[src/rtl/regfile_writeback.sv]
// Writeback buffer: in-order FIFO of results retiring one per cycle to the register-file
// write port, with two combinational forwarding lookups over all in-flight writes.
module regfile_writeback #(
    parameter int DEPTH  = 4,
    parameter int DATA_W = 32,
    parameter int ADDR_W = 5
) (
    input  logic              clk,
    input  logic              rst,
    input  logic              in_valid,
    output logic              in_ready,
    input  logic [ADDR_W-1:0] in_addr,
    input  logic [DATA_W-1:0] in_data,
    output logic [ADDR_W-1:0] rf_we_addr,
    output logic [DATA_W-1:0] rf_wdata,
    output logic              rf_write,
    input  logic [ADDR_W-1:0] fwd_rs,
    input  logic [ADDR_W-1:0] fwd_ra,
    output logic              fwd_rs_hit,
    output logic              fwd_ra_hit,
    output logic [DATA_W-1:0] fwd_rs_data,
    output logic [DATA_W-1:0] fwd_ra_data,
    output logic              empty
);

    localparam int PW = $clog2(DEPTH);
    localparam int CW = $clog2(DEPTH) + 1;
    localparam logic [CW-1:0] FULL_CNT = CW'(DEPTH);

    logic [ADDR_W-1:0] r_mem_addr [DEPTH];
    logic [DATA_W-1:0] r_mem_data [DEPTH];
    logic [PW-1:0]     r_wr_ptr;
    logic [PW-1:0]     r_rd_ptr;
    logic [CW-1:0]     r_count;
    logic [ADDR_W-1:0] r_rf_addr;
    logic [DATA_W-1:0] r_rf_data;
    logic              r_rf_write;

    // Retire enable is a single named net so a stall can be imposed from outside in simulation.
    wire               w_pop_en;
    logic              w_accept;
    logic              w_push;
    logic              w_pop;
    logic [PW-1:0]     w_idx;
    logic              w_rs_hit;
    logic              w_ra_hit;
    logic [DATA_W-1:0] w_rs_data;
    logic [DATA_W-1:0] w_ra_data;

    assign w_pop_en = 1'b1;
    assign in_ready = !rst && (r_count < FULL_CNT);
    assign w_accept = in_valid && in_ready;
    // Writes to register 0 complete the handshake but are dropped.
    assign w_push   = w_accept && (in_addr != '0);
    assign w_pop    = w_pop_en && (r_count != '0);

    always_ff @(posedge clk) begin
        if (w_push) begin
            r_mem_addr[r_wr_ptr] <= in_addr;
            r_mem_data[r_wr_ptr] <= in_data;
        end
    end

    always_ff @(posedge clk) begin
        if (rst) begin
            r_wr_ptr   <= '0;
            r_rd_ptr   <= '0;
            r_count    <= '0;
            r_rf_addr  <= '0;
            r_rf_data  <= '0;
            r_rf_write <= 1'b0;
        end else begin
            if (w_push) begin
                r_wr_ptr <= r_wr_ptr + PW'(1);
            end
            if (w_pop) begin
                r_rf_addr  <= r_mem_addr[r_rd_ptr];
                r_rf_data  <= r_mem_data[r_rd_ptr];
                r_rf_write <= 1'b1;
                r_rd_ptr   <= r_rd_ptr + PW'(1);
            end else begin
                r_rf_write <= 1'b0;
            end
            case ({w_push, w_pop})
                2'b10:   r_count <= r_count + CW'(1);
                2'b01:   r_count <= r_count - CW'(1);
                default: r_count <= r_count;
            endcase
        end
    end

    // Scan oldest to youngest so the last match, the youngest pending write, wins.
    always_comb begin
        w_rs_hit  = 1'b0;
        w_ra_hit  = 1'b0;
        w_rs_data = '0;
        w_ra_data = '0;
        w_idx     = r_rd_ptr;
        if (r_rf_write) begin
            if ((fwd_rs != '0) && (r_rf_addr == fwd_rs)) begin
                w_rs_hit  = 1'b1;
                w_rs_data = r_rf_data;
            end
            if ((fwd_ra != '0) && (r_rf_addr == fwd_ra)) begin
                w_ra_hit  = 1'b1;
                w_ra_data = r_rf_data;
            end
        end
        for (int i = 0; i < DEPTH; i++) begin
            w_idx = r_rd_ptr + PW'(i);
            if (CW'(i) < r_count) begin
                if ((fwd_rs != '0) && (r_mem_addr[w_idx] == fwd_rs)) begin
                    w_rs_hit  = 1'b1;
                    w_rs_data = r_mem_data[w_idx];
                end
                if ((fwd_ra != '0) && (r_mem_addr[w_idx] == fwd_ra)) begin
                    w_ra_hit  = 1'b1;
                    w_ra_data = r_mem_data[w_idx];
                end
            end
        end
    end

    assign fwd_rs_hit  = w_rs_hit;
    assign fwd_ra_hit  = w_ra_hit;
    assign fwd_rs_data = w_rs_data;
    assign fwd_ra_data = w_ra_data;
    assign rf_we_addr  = r_rf_addr;
    assign rf_wdata    = r_rf_data;
    assign rf_write    = r_rf_write;
    assign empty       = (r_count == '0) && !r_rf_write;

endmodule
[config.mk]
export PLATFORM = sky130hd
export DESIGN_NAME = regfile_writeback
export DESIGN_NICKNAME = d
export VERILOG_FILES = /design/src/rtl/regfile_writeback.sv
export SDC_FILE = /design/constraint.sdc
export NUM_CORES = 1
export LEC_CHECK = 0
export ABC_CLOCK_PERIOD_IN_PS = 3300
export CAP_MARGIN = 0
export CORE_ASPECT_RATIO = 0.75
export CORE_UTILIZATION = 35
export DETAILED_ROUTE_END_ITERATION = 6
export PLACE_DENSITY_LB_ADDON = 0.1
export RECOVER_POWER = 50
export SETUP_SLACK_MARGIN = 0.15
export SYNTH_ARGS = -nofsm -noshare
export SYNTH_HDL_FRONTEND = slang
export SYNTH_SLANG_ARGS = --single-unit
[constraint.sdc]
create_clock -name clk -period 3.3 [get_ports clk]
set_clock_uncertainty 0.2 [all_clocks]
set_input_delay 0.33 -clock clk [delete_from_list [all_inputs] [get_ports clk]]
set_output_delay 0.33 -clock clk [all_outputs]
set_load 0.05 [all_outputs]
Word level (Yosys, flattened, before mapping)
Memories as Yosys holds them, arrays and structs flattened. A register that Yosys moved wholly into a read port is not among the register bits.
Index checks and enable logic that the tools add are counted.
W data, S select, Z words.
- flip-flop bits (word level): 45
- bits in latches: 0
- bits in writable memories: 148
- memory bits (read-only): 0
- input port bits: 50
- word-level logic and storage cells: 101
- memories: 2
- add/subtract/negate cells: 6
- multipliers: 0
- div/mod/pow operators: 0
- $lt $le $gt $ge: 5
- equality and inequality tests: 12
- shifts and indexed selects: 0
- mux-type cells: 48
- bitwise operators: 0
- reductions and logical operators: 22
- memory list (memory ; words ; width ; rd ports ; clocked after Yosys merged registers in ; wr ports ; line ; source):
    r_mem_data ; 4 ; 32 ; 4 ; 1 ; 1 ; 31 ; logic [DATA_W-1:0] r_mem_data [DEPTH];
    r_mem_addr ; 4 ; 5 ; 4 ; 1 ; 1 ; 30 ; logic [ADDR_W-1:0] r_mem_addr [DEPTH];
- operator list (cell ; number):
    $mux W32 ; 20
    $eq A5 B5 Y1 ; 10
    $mux W1 ; 23
    $reduce_bool A5 Y1 ; 3
    $logic_and A1 B1 Y1 ; 14
    $mux W2 ; 4
    $lt A1 B3 Y1 const A ; 2
    $lt A2 B3 Y1 const A ; 2
    $pmux W3 S2 ; 1
    $add A2 B1 Y2 const B ; 2
    $add A2 B2 Y2 const B ; 2
    $add A3 B1 Y3 const B ; 1
    $logic_not A3 Y1 ; 1
    $lt A3 B3 Y1 const B ; 1
    $reduce_bool A3 Y1 ; 1
    $sub A3 B1 Y3 const B ; 1
    $eq A2 B1 Y1 const B ; 1
    $eq A2 B2 Y1 const B ; 1
    $logic_not A1 Y1 ; 2
    $reduce_bool A2 Y1 ; 1

Longest topological paths before layout
Gate-level depths: netlist of run 1.
- depth after elaboration: 12
- depth in mapped cells: 10
- depth with buffers taken out: 8

Worst setup path after synthesis of run 1
OpenSTA, ideal clock, no wires.
- path type: flip-flop to output port
- start point: reg r_rd_ptr[0]
- end point: out fwd_rs_data[22]
- arrival time: 3.258 ns
- required time: 2.770 ns
- setup slack: -0.488 ns
- stages on the path, launching flop included: 10
- path buffers: 3
- path through: dfxtp_1 buf_6 buf_6 mux4_2 xnor2_1 nor3b_1 a22o_2 buf_2 a221oi_1 o31ai_1
- cells in the longest elaborated chain, start to end: 10
- elaborated cells between the ends (all ways): 17
- those cells by class: add/sub: 3; eq/ne: 3; mux: 6; reduce/logical: 3; memory: 2
- ends and longest elaborated chain (what ; line ; source):
    start: declaration ; 33 ; logic [PW-1:0] r_rd_ptr;
    start signal: assignment ; 80 ; r_rd_ptr <= r_rd_ptr + PW'(1);
    $add A2 B1 Y2 ; 110 ; w_idx = r_rd_ptr + PW'(i);
    $mem_v2 Z4 W5 ; -- ;
    $eq A5 B5 Y1 ; 112 ; if ((fwd_rs != '0) && (r_mem_addr[w_idx] == fwd_rs)) begin
    $logic_and A1 B1 Y1 ; 112 ;
    $mux W32 ; 112 ;
    $mux W32 ; 111 ; if (CW'(i) < r_count) begin
    $mux W32 ; 112 ;
    $mux W32 ; 111 ;
    $mux W32 ; 112 ;
    $mux W32 (*) ; 111 ;
    end: declaration ; 21 ; output logic [DATA_W-1:0] fwd_rs_data,
Mark *: on every way between the ends. The rest lies on a longest branch, timed or not.

Worst setup path after layout of run 1
- start point: reg r_rd_ptr[0]
- end point: out fwd_ra_hit
- cells in the longest elaborated chain, start to end: 10
- elaborated cells between the ends (all ways): 16
- those cells by class: add/sub: 3; eq/ne: 3; mux: 6; reduce/logical: 3; memory: 1
- ends and longest elaborated chain (what ; line ; source):
    $add A2 B1 Y2 ; 110 ;
    $mem_v2 Z4 W5 (*) ; -- ;
    $eq A5 B5 Y1 ; 116 ; if ((fwd_ra != '0) && (r_mem_addr[w_idx] == fwd_ra)) begin
    $logic_and A1 B1 Y1 ; 116 ;
    $mux W1 ; 116 ;
    $mux W1 ; 111 ;
    $mux W1 ; 116 ;
    $mux W1 ; 111 ;
    $mux W1 ; 116 ;
    $mux W1 (*) ; 111 ;
    end: declaration ; 20 ; output logic fwd_ra_hit,
Marked as above.

==> reports/qor.csv, run 1 <==
stage,metric,value,unit
cts,CTS tree,built,
synthesis,Post-synth EDFFs,148,
global_route,initial antenna violation count,1,
sta,max-slew violations,0,
global_route,largest net degree at the start of global routing,68,
placed_design,dpl cells,1869,
cts,clk root buf,clkbuf_16,
layout,final net count,1501,
die,Row Count,62,
layout,post-route insts no fill,1967,
synthesis,Synth top area share,32.5,%
synthesis,top-count cell post-synth,edfxtp_1,
die,initial core utilization,35.6,%
synthesis,sequential fraction of the synthesis area,39.4,%
layout,Area growth syn-to-layout,52.8,%
synthesis,"FF+latch count, synth",195,
power,Pleak,7.43,nW
placed_design,Placed Area,18000,um2
global_route,vias in the first global route,11800,
placed_design,routability-driven placement congestion ratio,0.866,
synthesis,Ys Warns,0,
global_route,first-pass GRT wire length,76900,um
layout,final core occ,54.4,%
die,Die W,230,um
worst_hold_path,Min-Delay Path Class,register to register,
cts,CTS buffer count,17,
critical_path,WS Path Type,register to output pin,
synthesis,Mean Syn Cell Area,11.6,um2
cts,H-tree depth,4,
sta,Slew @ Worst Pin,1.23,ns
critical_path,Startpoint Class,register,
cts,clk sinks,195,
routing,Antenna Violating Nets Remaining,0,
sta,Peak Freq,0.267,GHz
placed_design,dpl hpwl,32900,um
synthesis,"top cells by count, synth","148 x edfxtp_1, 112 x nand2_1, 110 x mux4_2, 106 x mux2i_1, 76 x nor2_1",
critical_path,Worst EP arrival,3.21,ns
power,VDD IR-drop max,498,uV
power,Pwr Density,700,nW/um2
critical_path,CP required,2.77,ns
sta,final hold viol count,0,
routing,DR vias,11900,
cts,Clock Latency Late Sink,0.47,ns
die,Die Ht,173,um
synthesis,Area contributors post-synth,"edfxtp_1 33%, mux4_2 18%, mux2i_1 7.8%, dfxtp_1 6.9%, o31ai_1 3.5%",
routing,Final Routed Wirelength,52600,um
synthesis,Yosys cell types,54,
global_route,GRT Total Usage,26.0,%
layout,ant diodes,0,
routing,Vias/cell,6.07,
synthesis,Synthesized Nets,1238,
die,# IOs,156,
synthesis,cell taking the most area after synthesis,edfxtp_1,
routing,WL/cell,26.7,um
critical_path,Worst Path Max Fanout,9,
synthesis,Post-Synthesis Cell Area,13700,um2
critical_path,Worst setup EP type,output pin,
synthesis,post-synthesis async set-or-reset flop share,0,%
power,post-layout total power,0.0146,W
sta,final setup violation count,66,
layout,"Design Area, Final",20900,um2
cts,Clock Path Buffers,2,
placed_design,Buffers on Ports,155,
run_status,status,"finished, violations left",
flow_run,MaxCap Viol Count,0,
sta,RSZ-0062 raised after global routing,yes,
sta,Final Cycle Share,113,%
run_status,failing checks,negative setup slack,
global_route,grt ovf,0,
sta,Slew headroom,17.8,%
die,Core Area,38400,um2
sta,fin worst setup slack,-0.441,ns
cts,clock slew at reported path FFs,0.07,ns
routing,drt first pass iters,7,
synthesis,predominant post-synthesis flop cell,edfxtp_1,
sta,fin crit period,3.74,ns
die,die area,39800,um2
layout,share of layout cells above drive strength 1,45.6,%
routing,First DRT Iteration DRCs,1141,
routing,DRC,0,
synthesis,Gate Count Post-Synth,1179,
==> layout make-up <==
class                      count  area [um2]
clock buffer                  23         468
timing repair buffer         367        4650
multi-input combinational    854        9570
inverter                       7        26.3
tap                          512         641
fill                        3211       17500
sequential                   195        5400
clock inverter                 9         130
==> path summary, 6_finish.rpt <==
kind,to,startpoint,slack (ns),depth (start not counted)
setup / recovery,fwd_ra_hit,r_rd_ptr[0],-0.44,12
setup reg to reg,r_mem_data[1][19],r_count[2],0.31,7
hold / removal,rf_wdata[23],rf_wdata[23],0.31,2
hold reg to reg,rf_wdata[23],rf_wdata[23],0.31,2
==> sequential cells by signal, indices dropped and copies added (netlist names), named ones only <==
name	count
r_count	3
r_mem_addr	20
r_mem_data	128
r_rd_ptr	2
r_wr_ptr	2
rf_wdata	32
rf_we_addr	5
rf_write	1
==> timing repair <==
item / in CTS / in global routing
setup endpoints to repair: 66 / 66
cloned: 7 / 7
hold buffers: 0 / 0
resized for setup: 141 / 108
setup buffers: 24 / 28
pin swaps: 60 / 36
==> layout by cell type, fill, tap and decap left out, types with 4 or more instances in the layout <==
| cell | synthesis | routed |
|---|---|---|
| xnor2_1 | 33 | 25 |
| nand4_1 | 4 | 4 |
| o211a_1 | 32 | 30 |
| buf_4 | 1 | 116 |
| dlygate4sd3_1 | 0 | 37 |
| buf_6 | 16 | 38 |
| dfxtp_1 | 47 | 43 |
| buf_12 | 0 | 100 |
| edfxtp_1 | 148 | 148 |
| o21ai_0 | 34 | 33 |
| a21oi_1 | 41 | 40 |
| and2_2 | 0 | 4 |
| a211oi_1 | 35 | 8 |
| a211oi_2 | 0 | 25 |
| mux2_2 | 32 | 32 |
| nor3_1 | 68 | 46 |
| mux2i_2 | 1 | 24 |
| ha_1 | 9 | 9 |
| mux4_2 | 110 | 110 |
| clkbuf_1 | 58 | 8 |
| inv_1 | 7 | 6 |
| buf_16 | 0 | 8 |
| nor2_1 | 76 | 76 |
| a221oi_4 | 0 | 27 |
| xor2_1 | 20 | 16 |
| nand2_1 | 112 | 111 |
| clkbuf_16 | 0 | 24 |
| clkdlybuf4s50_1 | 0 | 50 |
| nor3_2 | 0 | 21 |
| xnor2_2 | 0 | 7 |
| a221oi_2 | 0 | 5 |
| o31ai_4 | 0 | 55 |
| mux2i_1 | 106 | 82 |
| o31ai_2 | 0 | 8 |
==> per-stage QoR <==
step	hold slack, ns	TNS [ns]	worst slack (ns)
after global routing	0.318	-30.39	-0.529
final	0.308	-23.54	-0.441
after detailed placement	0.284	-10.40	-0.301
after floorplan	0.229	-1.15	-0.0658
after CTS	0.280	-24.74	-0.442
after global placement	0.276	-11.40	-0.301
==> per-layer routing <==
layer | share of wire (%) | up-vias | GRT usage (%)
met5 | 0 | - | 0
met4 | 1.9 | 0 | 6.84
met3 | 7.4 | 71 | 4.90
met2 | 46 | 592 | 40.4
met1 | 44 | 6108 | 37.2
li1 | - | 5173 | -
==> logic make-up after synthesis <==
logic type | after synthesis | share of synthesized area, %
buffers and inverters | 130 | 4.77
xor gates and xnor gates | 53 | 3.40
adders and majority gates | 9 | 0.824
AOI/OAI and AO/OA | 252 | 13.5
muxes | 249 | 28.6
and+or+nand+nor | 291 | 9.44
DFF | 195 | 39.4
==> where the power goes <==
group	leakage (nW)	internal (W)	switching [W]
combinational	5.41	0.00373	0.00516
sequential	1.73	0.00300	0.000523
clock	0.292	0.00123	0.000977
total	7.43	0.00797	0.00666
==> critical path, cell delays in order (launching register included) <==
cell     delay (ns)
dfxtp_4        0.36
buf_12         0.13
buf_12         0.12
buf_4          0.10
mux4_2         0.55
xnor2_1        0.16
nand4_1        0.15
buf_6          0.17
o21ai_4        0.07
buf_12         0.15
buf_12         0.16
or4_4          0.44
buf_12         0.17
Power figures use the tool's default switching activity.
==> inputs of run 2 (changes only) <==
CTS_CLUSTER_DIAMETER = 60   (was default)
==> results of run 2 <==
No change in the layout: final DEF, timing and power equal those of run 1.
==> inputs of run 3 (changes only) <==
CORE_MARGIN = 5   (was default)
SLEW_MARGIN = 20   (was default)
==> run 3 against run 2 <==
The flow still finishes with violations (negative setup slack); sequential power fell by 2%; clock power barely moved; sequential cell count did not move; via count rose by 0.70%; design area fell by 0.15%; non-clock buffer count rose by 34; setup slack got worse by 0.018 ns.
==> reports/qor.csv, run 3 (synthesis results as in run 1) <==
stage,metric,value,unit
layout,Reg with most FFs,r_mem_data,
worst_hold_path,Min-Delay Path Class,register to register,
power,share of total power in the clock network,15.2,%
layout,Largest register FFs,128,
global_route,largest net degree at the start of global routing,66,
critical_path,Worst Path Max Fanout,7,
power,VDD IR-drop max,416,uV
sta,final hold viol count,0,
sta,fin worst setup slack,-0.459,ns
flow_run,MaxCap Viol Count,0,
routing,DRC,0,
sta,Slew headroom,14.2,%
placed_design,dpl hpwl,33500,um
sta,RSZ-0062 raised after global routing,yes,
cts,CTS buffer count,17,
cts,clk sinks,195,
critical_path,WS Path Type,register to output pin,
critical_path,Startpoint Class,register,
power,reported net switching power,0.00674,W
routing,Antenna Violating Nets Remaining,0,
critical_path,CP peak stage delay,0.58,ns
routing,Vias/cell,6.01,
placed_design,pre-CTS WS,-0.286,ns
critical_path,crit-path cells,mux4_2 -> buf_6 -> xnor2_2 -> buf_4 -> o211ai_4 -> buf_12 -> nor2_4 -> buf_12 -> buf_12 -> buf_12 -> a211oi_2 -> buf_4 -> o31ai_4 -> buf_12,
sta,Final Cycle Share,114,%
routing,WL/cell,27.0,um
die,die area,43100,um2
sta,Hold WS,0.315,ns
critical_path,CP bufs+invs,8,
routing,DR vias,12000,
routing,First DRT Iteration DRCs,1004,
cts,Clock Path Buffers,2,
sta,fin crit period,3.76,ns
layout,ant diodes,0,
sta,Slew @ Worst Pin,1.29,ns
critical_path,"Top cell by count, worst path",buf_12,
cts,# hold bufs at CTS,0,
global_route,first-pass GRT wire length,79000,um
die,# IOs,156,
power,Sequential Power Share,23.6,%
die,Die W,238,um
layout,"commonest non-fill, non-tap cells in the layout","150 x buf_4, 148 x edfxtp_1, 111 x nand2_1",
sta,max-slew violations,0,
cts,Clock Latency Late Sink,0.46,ns
global_route,vias in the first global route,12000,
sta,Peak Freq,0.266,GHz
critical_path,family with the most delay on the worst path,buffers and inverters,
power,Pwr Density,705,nW/um2
critical_path,Slowest cell on crit path,mux4_2,
layout,Filler cells,3273,
sta,TNS Setup,-25.27,ns
global_route,initial antenna violation count,2,
global_route,GRT Total Usage,24.2,%
global_route,grt ovf,0,
routing,Final Routed Wirelength,54000,um
critical_path,CP required,2.77,ns
run_status,status,"finished, violations left",
power,Pleak,7.63,nW
placed_design,Buffers on Ports,155,
placed_design,routability-driven placement congestion ratio,0.823,
cts,clock slew at reported path FFs,0.07,ns
routing,drt first pass iters,5,
power,Int Pwr,0.00797,W
cts,CTS tree,built,
layout,final core occ,54.3,%
layout,Area growth syn-to-layout,52.6,%
die,initial core utilization,35.6,%
critical_path,Worst setup EP type,output pin,
die,Core Area,38400,um2
layout,final net count,1535,
layout,share of layout cells above drive strength 1,48.6,%
critical_path,Worst EP arrival,3.23,ns
cts,H-tree depth,4,
sta,final setup violation count,67,
die,Die Ht,181,um
cts,clk root buf,clkbuf_16,
power,Comb pwr share,61.2,%
run_status,failing checks,negative setup slack,
layout,"commonest non-fill, non-tap cell in the layout",buf_4,
die,Row Count,62,
power,Sw Ratio,45.8,%
-- run 3: power by group through the flow --
stage | clock network, W | registers [W] | logic [W]
floorplan | 0 | 0.00401 | 0.00446
global placement | 0 | 0.00350 | 0.00785
detailed placement | 0 | 0.00351 | 0.00788
CTS | 0.00226 | 0.00346 | 0.00872
global route | 0.00238 | 0.00352 | 0.00940
finish | 0.00224 | 0.00347 | 0.00899
-- run 3: final timing paths --
check               startpoint           endpoint  slack [ns]  cells after the start
hold reg to reg   rf_wdata[17]       rf_wdata[17]        0.32                      2
hold / removal    rf_wdata[17]       rf_wdata[17]        0.32                      2
setup reg to reg    r_count[2]  r_mem_data[2][23]        0.23                      7
setup / recovery      register    fwd_ra_data[28]       -0.46                     14
-- run 3: through the flow --
step / instance area [um2] / std cells / power (W)
2_1_floorplan: 14400 / 1179 / 0.00847
3_3_place_gp: 18000 / 1909 / 0.0113
3_5_place_dp: 18000 / 1909 / 0.0114
4_1_cts: 20200 / 1984 / 0.0145
5_1_grt: 20800 / 2001 / 0.0153
6_report: 20800 / 2001 / 0.0147
-- run 3: layout make-up --
type / instances / area [um2] / area share (%)
well taps: 512 / 641 / 3.07
flip-flops and latches: 195 / 5400 / 25.9
repair buffers: 401 / 4630 / 22.2
clock buffers: 18 / 439 / 2.11
clock inverters: 14 / 178 / 0.852
multi-input cells: 854 / 9530 / 45.7
inverters: 7 / 26.3 / 0.126
-- run 3: repair_timing --
action                     CTS  global route
setup endpoints to repair   66            66
gates resized for setup    202            90
setup buffers               32            15
pin swaps                   57            31
hold endpoints to repair     0             0
cloned                      11             2
-- run 3: worst register-to-register path, delay by kind of cell (launching register included) --
family	cells	cell delay, ns
compound gates	1	0.12
buf+inv	3	1.00
flops	1	0.31
simple gates	3	1.12
-- run 3: routing by layer --
layer	vias to the layer above	part of all wire, %	global-route usage (%)
met5	-	0.024	0
met4	2	1.7	5.67
met3	78	7.6	4.76
met2	554	47	38.0
met1	6151	44	34.7
li1	5243	-	-
